**src/rtl/param_register_file_pkg.sv**
```systemverilog
// Shared constants for the parametrised register file: default geometry and
// the LC-3b register numbers.
package rf_pkg;
   localparam int RF_WIDTH     = 16;
   localparam int RF_ADDR_BITS = 3;
   localparam int RF_NREAD     = 2;

   localparam logic [2:0] R0 = 3'd0;
   localparam logic [2:0] R1 = 3'd1;
   localparam logic [2:0] R2 = 3'd2;
   localparam logic [2:0] R3 = 3'd3;
   localparam logic [2:0] R4 = 3'd4;
   localparam logic [2:0] R5 = 3'd5;
   localparam logic [2:0] R6 = 3'd6;
   localparam logic [2:0] R7 = 3'd7;
endpackage

```
**src/rtl/param_register_file_if.sv**
```systemverilog
// Decode/writeback-facing bundle of the register file: read ports, write port,
// reserve port and the drain indicator.
interface param_register_file_if
   import rf_pkg::*;
#(
   parameter int WIDTH     = RF_WIDTH,
   parameter int ADDR_BITS = RF_ADDR_BITS,
   parameter int NREAD     = RF_NREAD
);
   logic [NREAD*ADDR_BITS-1:0] read_add;
   logic [NREAD*WIDTH-1:0]     read_data;
   logic [NREAD-1:0]           read_ready;
   logic                       write;
   logic [ADDR_BITS-1:0]       write_add;
   logic [WIDTH-1:0]           write_data;
   logic                       reserve;
   logic [ADDR_BITS-1:0]       reserve_add;
   logic                       busy_any;

   modport master (
      output read_add, write, write_add, write_data, reserve, reserve_add,
      input  read_data, read_ready, busy_any
   );

   modport slave (
      input  read_add, write, write_add, write_data, reserve, reserve_add,
      output read_data, read_ready, busy_any
   );
endinterface

```
**src/rtl/param_register_file_entry.sv**
```systemverilog
// One register plus its scoreboard busy bit. A reserve on the same edge as a
// write wins the busy bit: the new producer is still outstanding.
module rf_entry #(
   parameter int WIDTH = 16
) (
   input  logic             clk,
   input  logic             reset,
   input  logic             wr_en,
   input  logic [WIDTH-1:0] wr_data,
   input  logic             rsv_en,
   output logic [WIDTH-1:0] q,
   output logic             busy
);
   always_ff @(posedge clk or negedge reset) begin
      if (!reset) begin
         q    <= '0;
         busy <= 1'b0;
      end else begin
         if (wr_en) q <= wr_data;
         if (rsv_en)     busy <= 1'b1;
         else if (wr_en) busy <= 1'b0;
      end
   end
endmodule

```
**src/rtl/param_register_file.sv**
```systemverilog
// Parametrised register file with per-register busy scoreboard.
// Optional same-cycle write-to-read forwarding: define REGFILE_BYPASS_EN.
module param_register_file
   import rf_pkg::*;
#(
   parameter int WIDTH     = RF_WIDTH,
   parameter int ADDR_BITS = RF_ADDR_BITS,
   parameter int NREAD     = RF_NREAD
) (
   input  logic                  clk,
   input  logic                  reset,
   param_register_file_if.slave  rf
);
   localparam int DEPTH = 1 << ADDR_BITS;

   logic [DEPTH-1:0][WIDTH-1:0] regs;
   logic [DEPTH-1:0]            busy;
   logic [DEPTH-1:0]            wr_en;
   logic [DEPTH-1:0]            rsv_en;
   logic [NREAD-1:0][WIDTH-1:0] rdata;
   logic [NREAD-1:0]            rdy;
   logic [ADDR_BITS-1:0]        ra;

   always_comb begin
      wr_en  = '0;
      rsv_en = '0;
      if (rf.write)   wr_en[rf.write_add]    = 1'b1;
      if (rf.reserve) rsv_en[rf.reserve_add] = 1'b1;
   end

   for (genvar e = 0; e < DEPTH; e++) begin : g_entry
      rf_entry #(.WIDTH(WIDTH)) u_entry (
         .clk     (clk),
         .reset   (reset),
         .wr_en   (wr_en[e]),
         .wr_data (rf.write_data),
         .rsv_en  (rsv_en[e]),
         .q       (regs[e]),
         .busy    (busy[e])
      );
   end

   always_comb begin
      rdata = '0;
      rdy   = '0;
      ra    = '0;
      for (int i = 0; i < NREAD; i++) begin
         ra       = rf.read_add[i*ADDR_BITS +: ADDR_BITS];
         rdata[i] = regs[ra];
         rdy[i]   = ~busy[ra];
`ifdef REGFILE_BYPASS_EN
         // Forwarding is suppressed during reset so outputs show the cleared state.
         if (reset && rf.write && (rf.write_add == ra)) begin
            rdata[i] = rf.write_data;
            rdy[i]   = !(rf.reserve && (rf.reserve_add == ra));
         end
`endif
      end
   end

   assign rf.read_data  = rdata;
   assign rf.read_ready = rdy;
   assign rf.busy_any   = |busy;
endmodule

```
**src/flat_wrapper.sv**
```systemverilog
// flat-port wrapper written by rule: the top's interface ports become plain ports
module param_register_file_flat import rf_pkg::*;
#(
   parameter int WIDTH     = RF_WIDTH,
   parameter int ADDR_BITS = RF_ADDR_BITS,
   parameter int NREAD     = RF_NREAD
)
  (clk, reset, rf_read_add, rf_write, rf_write_add, rf_write_data, rf_reserve, rf_reserve_add, rf_read_data, rf_read_ready, rf_busy_any);
  param_register_file_if #(.WIDTH(WIDTH), .ADDR_BITS(ADDR_BITS), .NREAD(NREAD)) rf_i ();
  input  logic clk;
  input  logic reset;
  input wire logic [$bits(rf_i.read_add)-1:0] rf_read_add;
  input wire logic [$bits(rf_i.write)-1:0] rf_write;
  input wire logic [$bits(rf_i.write_add)-1:0] rf_write_add;
  input wire logic [$bits(rf_i.write_data)-1:0] rf_write_data;
  input wire logic [$bits(rf_i.reserve)-1:0] rf_reserve;
  input wire logic [$bits(rf_i.reserve_add)-1:0] rf_reserve_add;
  output wire logic [$bits(rf_i.read_data)-1:0] rf_read_data;
  output wire logic [$bits(rf_i.read_ready)-1:0] rf_read_ready;
  output wire logic [$bits(rf_i.busy_any)-1:0] rf_busy_any;
  assign rf_i.read_add = rf_read_add;
  assign rf_i.write = rf_write;
  assign rf_i.write_add = rf_write_add;
  assign rf_i.write_data = rf_write_data;
  assign rf_i.reserve = rf_reserve;
  assign rf_i.reserve_add = rf_reserve_add;
  assign rf_read_data = rf_i.read_data;
  assign rf_read_ready = rf_i.read_ready;
  assign rf_busy_any = rf_i.busy_any;
  param_register_file #(.WIDTH(WIDTH), .ADDR_BITS(ADDR_BITS), .NREAD(NREAD)) u_core (.clk(clk), .reset(reset), .rf(rf_i));
endmodule
```
**config.mk**
```make
export PLATFORM = sky130hd
export DESIGN_NAME = param_register_file_flat
export DESIGN_NICKNAME = d
export VERILOG_FILES = /design/src/rtl/param_register_file_pkg.sv /design/src/rtl/param_register_file_if.sv /design/src/rtl/param_register_file_entry.sv /design/src/rtl/param_register_file.sv /design/src/flat_wrapper.sv
export SDC_FILE = /design/constraint.sdc
export NUM_CORES = 1
export LEC_CHECK = 0
export BUFFER_PORTS_ARGS = -buffer_cell sky130_fd_sc_hd__buf_4
export CORE_ASPECT_RATIO = 0.6
export CORE_MARGIN = 10
export CORE_UTILIZATION = 60
export DETAILED_ROUTE_END_ITERATION = 10
export HOLD_SLACK_MARGIN = 0.03
export PLACE_DENSITY_LB_ADDON = 0.08
export SLEW_MARGIN = 5
export SYNTH_ARGS = -nofsm -noshare
export SYNTH_HDL_FRONTEND = slang
export SYNTH_SLANG_ARGS = --single-unit
```
**constraint.sdc**
```tcl
create_clock -name clk -period 2.21 [get_ports clk]
set_clock_uncertainty 0.1 [all_clocks]
set_input_delay 0.442 -clock clk [delete_from_list [all_inputs] [get_ports clk]]
set_output_delay 0.442 -clock clk [all_outputs]
set_load 0.05 [all_outputs]
```
After elaboration in Yosys (flattened, before gate mapping):

Cells that the tools add are included.

* add/sub/neg operators: 0
* multipliers: 0
* div/mod/pow operators: 0
* order comparisons: 6
* equality and inequality tests: 0
* shift operators: 0
* mux-type cells: 30
* bitwise gates (word level): 2
* reduce and logical (&&, ||, !) cells: 11

Operators by type and width (number)
* $bmux 16 s3: 2
* $mux 16: 2
* $mux 1: 20
* $lt 3x4->1 const B: 4
* $mux 8: 2
* $reduce_bool 2->1: 8
* $reduce_or 8->1: 1
* $bmux 1 s3: 2
* $demux 1 s3: 2
* $ge 3x1->1 const B: 2
* $logic_and 1x1->1: 2
* $not 1->1: 2

* bits in registers: 136
* bits in latches: 0
* RAM bits: 0
* bits in read-only memories: 0
* bits of input ports: 32
* output and inout bits: 35
* word-level logic and storage cells: 65
* memories kept: 0

Logic depth before layout (Yosys ltp):

Gate-level depths: netlist of run 1.

* word-level depth: 7
* gate-level depth with buffers: 5
* depth with buffers taken out: 2

Cells and area by module:

From an unflattened synthesis of run 1, not the netlist that was laid out.

* cells, all modules: 447
* area, all modules: 7825.0 sq um

By module, submodules not included
* rf_entry: times used 8, cells an instance 37, area an instance 681.9 sq um, seq. area each 425.4 sq um
* param_register_file: times used 1, cells an instance 151, area an instance 2369.8 sq um, seq. area each 0.0 sq um

Least setup slack after synthesis of run 1:

OpenSTA, ideal clock, no wires.

* kind: input -> output
* start: input rf_read_add[2]
* end: output rf_read_ready[0]
* data arrival time: 1.959 ns
* required time: 1.668 ns
* setup slack: -0.291 ns
* cell stages on the path: 3
* path buffers: 1
* cells stage by stage: buf_2 > mux4_1 > mux2i_1

* cells in the longest elaborated chain, start to end: 3

Ends and longest elaborated chain
* start, declared: line flat_wrapper.sv:12 `input wire logic [$bits(rf_i.read_add)-1:0] rf_read_add;`
* $bmux 1 s3: line param_register_file.sv:50 `rdy[i] = ~busy[ra];`
* $mux 1 (implied by the code): line param_register_file.sv:50
* $not 1->1: line param_register_file.sv:50
* end, declared: line flat_wrapper.sv:19 `output wire logic [$bits(rf_i.read_ready)-1:0] rf_read_ready;`

Every way passes these cells. The select of a mux whose other input is x is not followed.

Final worst setup path of run 1:

* start: register u_core.g_entry[4].u_entry.q[6]
* end: output rf_read_data[6]

* cells in the longest elaborated chain, start to end: 2

Ends and longest elaborated chain
* start, declared: line param_register_file_entry.sv:11 `output logic [WIDTH-1:0] q,`
* start signal, assigned: line param_register_file_entry.sv:19 `if (wr_en) q <= wr_data;`
* $bmux 16 s3: line param_register_file.sv:49 `rdata[i] = regs[ra];`
* $mux 16 (implied by the code): line param_register_file.sv:49
* end, declared: line flat_wrapper.sv:18 `output wire logic [$bits(rf_i.read_data)-1:0] rf_read_data;`

Every way passes these cells. The select of a mux whose other input is x is not followed.

==> results.toml, run 1 <==
[placement]
post_dp_cell_area_mm2 = 0.00836
gp_congestion = 0.770
hpwl_mm = 11.0
io_buffers = 66

[setup_path]
worstSetupPathType = "register to output port"
required_ns = 1.67
worstReg2RegEnd = "u_core.g_entry[5].u_entry.q[2]$_DFFE_PN0P_"
path_cells = "mux4_2, mux2_4, buf_6"
cp.arrival_ns = 1.75
setup.worst_path.start_class = "register"
critPathMaxFanout = 3
critical_path.endpoint_type = "output port"
regToRegStartpoint = "u_core.g_entry[5].u_entry.q[2]$_DFFE_PN0P_"
reg2reg_slack_ns = 1.09
rr_worst_depth = 3
crit_slowest_cell = "mux4_2"
slowest_delay_ns = 0.47

[sta]
rsz0062_at_grt = "yes"
fmax_mhz = 435
final_hold_viol_count = 0
relSlewSlack = 0.713
tightest_slew_ns = 0.430
min_period_ns = 2.30
report.final.slew_viol_count = 0
setup_viol = 32
post-route-period-util = 1.04
fin_ws_ns = -0.0864

[drt]
drt_first_pass_iters = 5
drc = 0
viasPerCell = 6.45
routed_wl_mm = 18.7
ant_nets = 0
avgRoutedWirePerCell_um = 26.4
drtIter0Drc = 325
vias = 4555

[logic_synthesis]
yosysMostFrequentCell = "mux2_2"
synth_seq_cells = 136
ys_top_cells_by_count = "mux2_2, dfrtp_1, mux4_1"
synth-edff-count = 0
synth_warnings = 0
synth_cells = 432
synth_area_leaders = "dfrtp_1, mux2_2, mux4_1"
avgSynthCellArea_um2 = 17.4
synthArstFlopShare = 1.00
synth_top_area_cell = "dfrtp_1"
syn_area_mm2 = 0.00753
syn_nets = 464
synth_top_area_frac = 0.452
yosysSeqAreaShare = 0.452
ys.flop_type = "dfrtp_1"
synth.distinct_cells = 28

[floorplanning]
die-area_mm2 = 0.0176
coreArea_mm2 = 0.0122
io_pins = 67
die_y_um = 107
row_count = 31
fp.dieW_um = 165
initial_core_util = 0.618

[global_route]
overflow = 0
grt_antenna_before_repair = 0
grt_pass1_wl_mm = 29.1
grt_pass1_vias = 4963
track_usage = 0.216
grt_max_degree = 69

[cts]
htreeDepth = 4
insertion_delay_ns = 0.40
cts_root_buffer = "clkbuf_16"
numCtsBuffers = 17
clk_pin_slew_ns = 0.06
clk_path_buf_depth = 2
cts_num_sinks = 136
cts_tree = "yes"

[outcome]
violations = "negative setup slack"
status = "finished with violations"

[power_and_ir_drop]
swShare = 0.312
p_per_area_mw_per_mm2 = 1010
p_total_mw = 9.45
p_int_mw = 6.50
clkPwrFrac = 0.289
p_leak_nw = 3.98
seqPwrFrac = 0.371
pwr-share-comb = 0.340
peakVddDrop_uv = 851
p_sw_mw = 2.95

[layout]
area_delta_synth_final_pct = 23.9
stdcell_area_mm2 = 0.00933
n_antenna_cell = 0
nFillCells = 740
drive_above_1_share = 0.701
final_util = 0.766
fin_nets = 561

[job]
cap_violations = 0

[hold_path]
worstHoldPathType = "input port to register"
worstHoldEndpoint = "u_core.g_entry[1].u_entry.busy$_DFFE_PN0P_"
hold_path_depth = 2
min-delay-start = "rf_reserve_add[1]"
==> power groups by stage <==
stage / combinational, mW / sequential, mW / clock, mW
after floorplan: 2.03 / 3.31 / 0
after global placement: 2.61 / 3.42 / 0
after detailed placement: 2.68 / 3.48 / 0
after CTS: 3.12 / 3.47 / 2.77
after global routing: 3.37 / 3.56 / 2.88
final: 3.21 / 3.50 / 2.73
==> what timing repair did <==
action | CTS | global route
endpoints found under the hold margin | 8 | 0
buffers inserted | 11 | 8
hold buffers | 1 | 0
setup endpoints to repair | 34 | 34
gates cloned | 4 | 1
resized for setup | 117 | 28
==> final cells by class <==
cell class | count | area [um^2] | area share
Sequential cell | 136 | 3400 | 0.365
Tap cell | 165 | 206 | 0.0221
Clock inverter | 13 | 131 | 0.0141
Timing Repair Buffer | 114 | 1360 | 0.146
Inverter | 5 | 18.8 | 0.00201
Multi-Input combinational cell | 255 | 3770 | 0.404
Clock buffer | 18 | 439 | 0.0471
==> through the flow <==
step                cells  hold WS, ns  setup slack (ns)  setup TNS [ns]
floorplan             432       0.0464            0.0352               0
global placement      650        0.191            -0.130           -3.13
detailed placement    650        0.189            -0.179           -3.47
CTS                   697        0.173            -0.102           -2.30
global route          706        0.176            -0.127           -3.16
finish                706        0.184           -0.0864           -1.77
==> kinds of logic (layout without fill, tap and decap cells) <==
logic type      count (synthesis)  in the layout  synth area share
compound gates                  8              8           0.00947
mux                           230            230             0.479
simple gates                   17             17            0.0208
buf+inv                        41            150            0.0392
flops                         136            136             0.452
==> critical path: cells and delay by family (launching register included) <==
kind,cells,cell delay [ns]
muxes,2,0.77
buffers and inverters,1,0.16
DFF,1,0.41
==> sequential cells by signal, summed over array words and instances, names as in the netlist <==
signal / count
u_core.g_entry.u_entry.q: 128
u_core.g_entry.u_entry.busy: 8
==> metal layers <==
| metal | up-vias | routed length, um | global-route usage |
|---|---|---|---|
| met5 | - | 0 | 0 |
| met4 | 0 | 302 | 0.0642 |
| met3 | 24 | 1280 | 0.0527 |
| met2 | 165 | 9200 | 0.349 |
| met1 | 2462 | 7860 | 0.287 |
| li1 | 1904 | - | - |
==> worst max path at each step <==
stage	start	to	slack, ns	cells after the start
after global routing	rf_read_add[0]	rf_read_data[13]	-0.13	5
after detailed placement	rf_read_add[0]	rf_read_data[13]	-0.18	5
after floorplan	rf_read_add[0]	rf_read_data[10]	0.04	4
final	u_core.g_entry[4].u_entry.q[6]$_DFFE_PN0P_	rf_read_data[6]	-0.09	3
after global placement	rf_read_add[0]	rf_read_data[2]	-0.13	5
after CTS	u_core.g_entry[5].u_entry.q[13]$_DFFE_PN0P_	rf_read_data[13]	-0.10	3
==> placed cells by master, fill, tap and decap left out, types with 3 or more instances in the layout <==
| master | Yosys | final |
|---|---|---|
| a32o_1 | 3 | 3 |
| buf_12 | 2 | 16 |
| buf_16 | 0 | 4 |
| buf_4 | 5 | 57 |
| buf_6 | 7 | 16 |
| buf_8 | 2 | 19 |
| clkbuf_16 | 0 | 18 |
| clkinv_2 | 0 | 5 |
| clkinvlp_4 | 0 | 5 |
| dfrtp_1 | 136 | 136 |
| inv_1 | 5 | 5 |
| mux2_2 | 151 | 126 |
| mux2_4 | 9 | 34 |
| mux4_2 | 10 | 66 |
| nand2_1 | 3 | 3 |
| nand4b_2 | 3 | 3 |
| nor2b_1 | 3 | 3 |
| o2bb2ai_1 | 3 | 3 |
No activity file was read; power rests on OpenSTA's default activity.
==> inputs of run 2 (changes only) <==
--- a/config.mk
+++ b/config.mk
@@ -10,6 +10,7 @@
 export CORE_MARGIN = 10
 export CORE_UTILIZATION = 60
 export DETAILED_ROUTE_END_ITERATION = 10
+export GPL_TIMING_DRIVEN = 0
 export HOLD_SLACK_MARGIN = 0.03
 export PLACE_DENSITY_LB_ADDON = 0.08
 export SLEW_MARGIN = 5
==> run 2 against run 1 <==
Effect of this change:
- flip-flop and latch count stayed put
- final cell count is 1.7% higher
- the flow still finishes with violations (negative setup slack)
- hold slack worse by 0.028 ns
- maximum frequency is 2.2% lower
- register-to-register slack hardly changed
- via count is 3.8% higher
- core utilization is 0.37 points higher
- combinational power is 2% higher
- routed wire length is 6.5% higher
- largest cell class unchanged
==> results.toml, run 2 (synthesis gave the netlist of run 1 again) <==
[layout]
layout_common_cells = "dfrtp_1, mux2_2, mux4_2"
final_util = 0.770
layout_commonest_cell = "dfrtp_1"
largest_reg_flops = 128
top_register = "u_core.g_entry.u_entry.q"
n_antenna_cell = 0
instances_no_fill = 718
area_delta_synth_final_pct = 24.5
reg_top3 = "u_core.g_entry.u_entry.q (128), u_core.g_entry.u_entry.busy (8)"
stdcell_area_mm2 = 0.00937
drive_above_1_share = 0.700
fin_nets = 572

[sta]
min_period_ns = 2.35
fin_tns_setup_ns = -2.66
tightest_slew_ns = 0.749
final_hold_viol_count = 0
report.final.slew_viol_count = 0
post-route-period-util = 1.06
rsz0062_at_grt = "yes"
relSlewSlack = 0.498
fin_ws_ns = -0.138
setup_viol = 33
fmax_mhz = 426
fin_hold_ws_ns = 0.156

[setup_path]
cp-endpoint = "rf_read_data[6]"
worstSetupPathType = "register to output port"
critPathMaxFanout = 3
worstReg2RegEnd = "u_core.g_entry[5].u_entry.q[15]$_DFFE_PN0P_"
worstSetupStartpoint = "u_core.g_entry[7].u_entry.q[6]$_DFFE_PN0P_"
setup.worst_path.start_class = "register"
rr_worst_depth = 3
critical_path.endpoint_type = "output port"
reg2reg_slack_ns = 1.09
required_ns = 1.67
regToRegStartpoint = "u_core.g_entry[5].u_entry.q[15]$_DFFE_PN0P_"
cp.arrival_ns = 1.81

[placement]
gp_congestion = 0.847
post_dp_cell_area_mm2 = 0.00821
hpwl_mm = 12.4
dp_slack_ns = -0.563
placedCellCount = 654
io_buffers = 56

[power_and_ir_drop]
p_per_area_mw_per_mm2 = 1050
pwr-share-comb = 0.333
p_leak_nw = 4.05
p_total_mw = 9.88
p_int_mw = 6.81
seqPwrFrac = 0.353
p_sw_mw = 3.06
clkPwrFrac = 0.313
swShare = 0.310
peakVddDrop_uv = 489

[drt]
ant_nets = 0
viasPerCell = 6.58
drc = 0
vias = 4727
drt_first_pass_iters = 4
routed_wl_mm = 19.9
avgRoutedWirePerCell_um = 27.7
drtIter0Drc = 387

[cts]
clk_pin_slew_ns = 0.06
htreeDepth = 4
numCtsBuffers = 17
cts_tree = "yes"
clk_path_buf_depth = 2
cts_num_sinks = 136
cts_root_buffer = "clkbuf_16"
insertion_delay_ns = 0.42

[floorplanning]
die_y_um = 107
coreArea_mm2 = 0.0122
row_count = 31
fp.dieW_um = 165
io_pins = 67
die-area_mm2 = 0.0176
initial_core_util = 0.618

[hold_path]
worstHoldPathType = "input port to register"

[global_route]
grt_pass1_vias = 5136
grt_pass1_wl_mm = 30.6
overflow = 0
track_usage = 0.232
grt_antenna_before_repair = 0
grt_max_degree = 71

[job]
cap_violations = 0

[outcome]
status = "finished with violations"
violations = "negative setup slack"
## run 2: cell count changes in the layout (fill, tap and decap cells not counted), moves of 3 or more
cell        before  now
buf_12          16    8
buf_2            0    8
clkbuf_8         1    8
clkinv_2         5    1
buf_6           16   19
clkinv_4         1    4
clkinvlp_4       5    2
## run 2: what timing repair did
item | 4_1_cts | 5_1_grt
cloned | 3 | 0
setup buffers | 14 | 14
gates resized for setup | 156 | 20
endpoints found under the hold margin | 69 | 0
hold buffers | 1 | 0
setup endpoints to repair | 34 | 34
## run 2: how the worst min path moves through the flow
stage	startpoint	end	slack, ns	cells after the start
6_report	rf_reserve_add[2]	u_core.g_entry[1].u_entry.busy$_DFFE_PN0P_	0.16	2
5_1_grt	rf_reserve_add[2]	u_core.g_entry[1].u_entry.busy$_DFFE_PN0P_	0.17	2
4_1_cts	rf_reserve_add[2]	u_core.g_entry[1].u_entry.busy$_DFFE_PN0P_	0.15	2
3_5_place_dp	reset	u_core.g_entry[1].u_entry.q[9]$_DFFE_PN0P_	0.39	1
3_3_place_gp	u_core.g_entry[6].u_entry.q[5]$_DFFE_PN0P_	u_core.g_entry[6].u_entry.q[5]$_DFFE_PN0P_	0.39	1
2_1_floorplan	reset	u_core.g_entry[0].u_entry.busy$_DFFE_PN0P_	0.05	0
## run 2: layout make-up
| cell class | instances | area [um^2] |
|---|---|---|
| clock buffer | 19 | 453 |
| inverter | 5 | 18.8 |
| fill | 736 | 2810 |
| clock inverter | 13 | 193 |
| sequential | 136 | 3400 |
| tap | 165 | 206 |
| buffer | 36 | 394 |
| timing repair buffer | 89 | 953 |
| multi-input combinational | 255 | 3750 |
## run 2: worst max-delay path: stages, from the launching register on
cell and delay [ns]:
dfrtp_1 0.40, mux4_2 0.53, mux2_4 0.30, buf_6 0.16
## run 2: power groups by stage
stage               Sequential, mW  Combinational (mW)  Clock (mW)
floorplan                     3.31                2.03           0
global placement              3.39                2.61           0
detailed placement            3.46                2.68           0
CTS                           3.45                3.16        3.10
global route                  3.55                3.45        3.22
finish                        3.49                3.29        3.09
## run 2: layer usage
| layer | global-route usage | wire length (um) |
|---|---|---|
| met2 | 0.348 | 9390 |
| met4 | 0.0668 | 237 |
| met1 | 0.322 | 8470 |
| met3 | 0.0710 | 1780 |
| met5 | 0 | 0 |
==> inputs of run 3 (changes only) <==
--- a/config.mk
+++ b/config.mk
@@ -8,12 +8,12 @@
 export BUFFER_PORTS_ARGS = -buffer_cell sky130_fd_sc_hd__buf_4
 export CORE_ASPECT_RATIO = 0.6
 export CORE_MARGIN = 10
-export CORE_UTILIZATION = 60
+export CORE_UTILIZATION = 35
 export DETAILED_ROUTE_END_ITERATION = 10
 export GPL_TIMING_DRIVEN = 0
 export HOLD_SLACK_MARGIN = 0.03
 export PLACE_DENSITY_LB_ADDON = 0.08
-export SLEW_MARGIN = 5
+export SLEW_MARGIN = 20
 export SYNTH_ARGS = -nofsm -noshare
 export SYNTH_HDL_FRONTEND = slang
 export SYNTH_SLANG_ARGS = --single-unit
==> run 3 against run 2 <==
Effect of this change:
- the run still ends with negative setup slack left
- core utilization shrank 32 points
- combinational power is essentially flat
- global-route usage shrank 7.0 points
- hold slack gained 0.017 ns
- maximum frequency grew 1.5%
- cell area grew 1.8%
- first-iteration DRC count shrank 49%
- critical path type unchanged
- via count shrank 3.6%
- critical endpoint unchanged
- largest cell class unchanged
- critical path depth is the same
- clock-buffer cell count grew 4
==> results.toml, run 3 (synthesis gave the netlist of run 1 again) <==
[sta]
report.final.slew_viol_count = 0
final_hold_viol_count = 0
fmax_mhz = 432
setup_viol = 34
rsz0062_at_grt = "yes"
min_period_ns = 2.31
relSlewSlack = 0.433
post-route-period-util = 1.05
tightest_slew_ns = 0.848
fin_hold_ws_ns = 0.173
fin_ws_ns = -0.103

[placement]
io_buffers = 56
gp_congestion = 0.742
post_dp_cell_area_mm2 = 0.00836
hpwl_mm = 14.1
placedCellCount = 768

[floorplanning]
coreArea_mm2 = 0.0211
die-area_mm2 = 0.0280
row_count = 41
fp.dieW_um = 209
initial_core_util = 0.357
die_y_um = 134
io_pins = 67

[layout]
multi_input_area_mm2 = 0.00376
layout_commonest_cell = "dfrtp_1"
layout_common_cells = "dfrtp_1, mux2_2, mux4_2"
n_antenna_cell = 0
instances_no_fill = 827
drive_above_1_share = 0.699
top_register = "u_core.g_entry.u_entry.q"
nFillCells = 1880
largest_reg_flops = 128
reg_top3 = "u_core.g_entry.u_entry.q (128), u_core.g_entry.u_entry.busy (8)"
seq_area_mm2 = 0.00340
final_util = 0.453
fin_nets = 567
stdcell_area_mm2 = 0.00954
area_delta_synth_final_pct = 26.7

[hold_path]
hold_path_depth = 2
min-delay-start = "rf_reserve_add[1]"
worstHoldEndpoint = "u_core.g_entry[1].u_entry.busy$_DFFE_PN0P_"
worstHoldPathType = "input port to register"

[global_route]
grt_pass1_vias = 4927
grt_antenna_before_repair = 0
grt_max_degree = 82
grt_pass1_wl_mm = 33.6
overflow = 0
track_usage = 0.162

[setup_path]
cp.buffers_inverters = 1
crit_slowest_cell = "mux4_2"
slowest_delay_ns = 0.50
setup.worst_path.start_class = "register"
critPathMaxFanout = 3
worstReg2RegEnd = "u_core.g_entry[5].u_entry.q[8]$_DFFE_PN0P_"
worstSetupStartpoint = "u_core.g_entry[7].u_entry.q[6]$_DFFE_PN0P_"
path_cells = "mux4_2, mux2_4, buf_8"
reg2reg_slack_ns = 1.10
rr_worst_depth = 3
required_ns = 1.67
worstSetupPathType = "register to output port"
cp.arrival_ns = 1.77
cp_top_family = "multiplexers"
critical_path.endpoint_type = "output port"
regToRegStartpoint = "u_core.g_entry[5].u_entry.q[8]$_DFFE_PN0P_"

[cts]
htreeDepth = 4
clk_path_buf_depth = 2
numCtsBuffers = 17
insertion_delay_ns = 0.42
cts_num_sinks = 136
clk_pin_slew_ns = 0.06
cts_tree = "yes"
cts_root_buffer = "clkbuf_16"

[power_and_ir_drop]
p_sw_mw = 2.98
p_total_mw = 9.81
pwr-share-comb = 0.336
p_leak_nw = 4.06
clkPwrFrac = 0.311
swShare = 0.304
p_int_mw = 6.83
seqPwrFrac = 0.353
p_per_area_mw_per_mm2 = 1030
peakVddDrop_uv = 580

[drt]
drtIter0Drc = 199
avgRoutedWirePerCell_um = 26.8
routed_wl_mm = 22.1
ant_nets = 0
drt_first_pass_iters = 4
drc = 0
vias = 4556
viasPerCell = 5.51

[outcome]
status = "finished with violations"
violations = "negative setup slack"

[job]
cap_violations = 0
-- run 3: worst register-to-register path, cell delays in order (launching register included) --
cell     delay [ns]
dfrtp_1        0.39
buf_4          0.14
buf_4          0.12
mux2_2         0.25
-- run 3: per-stage QoR --
step	setup TNS, ns	setup slack [ns]
2_1_floorplan	0	0.0352
3_3_place_gp	-19.86	-0.626
3_5_place_dp	-21.21	-0.692
4_1_cts	-3.27	-0.116
5_1_grt	-4.19	-0.155
6_report	-2.54	-0.103
-- run 3: worst max-delay path by stage --
stage | to | slack [ns] | cells past startpoint
global route | rf_read_data[22] | -0.16 | 3
finish | rf_read_data[6] | -0.10 | 3
global placement | rf_read_data[4] | -0.63 | 5
floorplan | rf_read_data[10] | 0.04 | 4
detailed placement | rf_read_data[8] | -0.69 | 5
CTS | rf_read_data[6] | -0.12 | 3
-- run 3: metal layers --
| metal | track usage | up-vias | routed length [um] |
|---|---|---|---|
| li1 | - | 1917 | - |
| met1 | 0.238 | 2479 | 10200 |
| met2 | 0.229 | 145 | 9690 |
| met3 | 0.0418 | 15 | 1990 |
| met4 | 0.0418 | 0 | 213 |
| met5 | 0 | - | 0 |
-- run 3: layout make-up --
class,count,share of cell area
plain buffers,36,0.0437
clock buffers,23,0.0501
clock inverters,9,0.0152
inverters,5,0.00197
multi-input cells,255,0.394
flip-flops and latches,136,0.357
well taps,279,0.0366
repair buffers,84,0.102
-- run 3: power groups by stage --
stage / registers (mW) / logic [mW] / clock network [mW]
final: 3.47 / 3.29 / 3.05
after CTS: 3.45 / 3.27 / 3.13
after detailed placement: 3.45 / 2.71 / 0
after floorplan: 3.31 / 2.03 / 0
after global routing: 3.54 / 3.47 / 3.22
after global placement: 3.41 / 2.66 / 0
-- run 3: what timing repair did --
| action | CTS | global route |
|---|---|---|
| gates resized for setup | 187 | 6 |
| endpoints found under the hold margin | 80 | 0 |
| setup endpoints to repair | 34 | 34 |
| hold buffers | 1 | 0 |
| setup buffers | 13 | 8 |
| pin swaps | 0 | 0 |
| gates cloned | 5 | 0 |
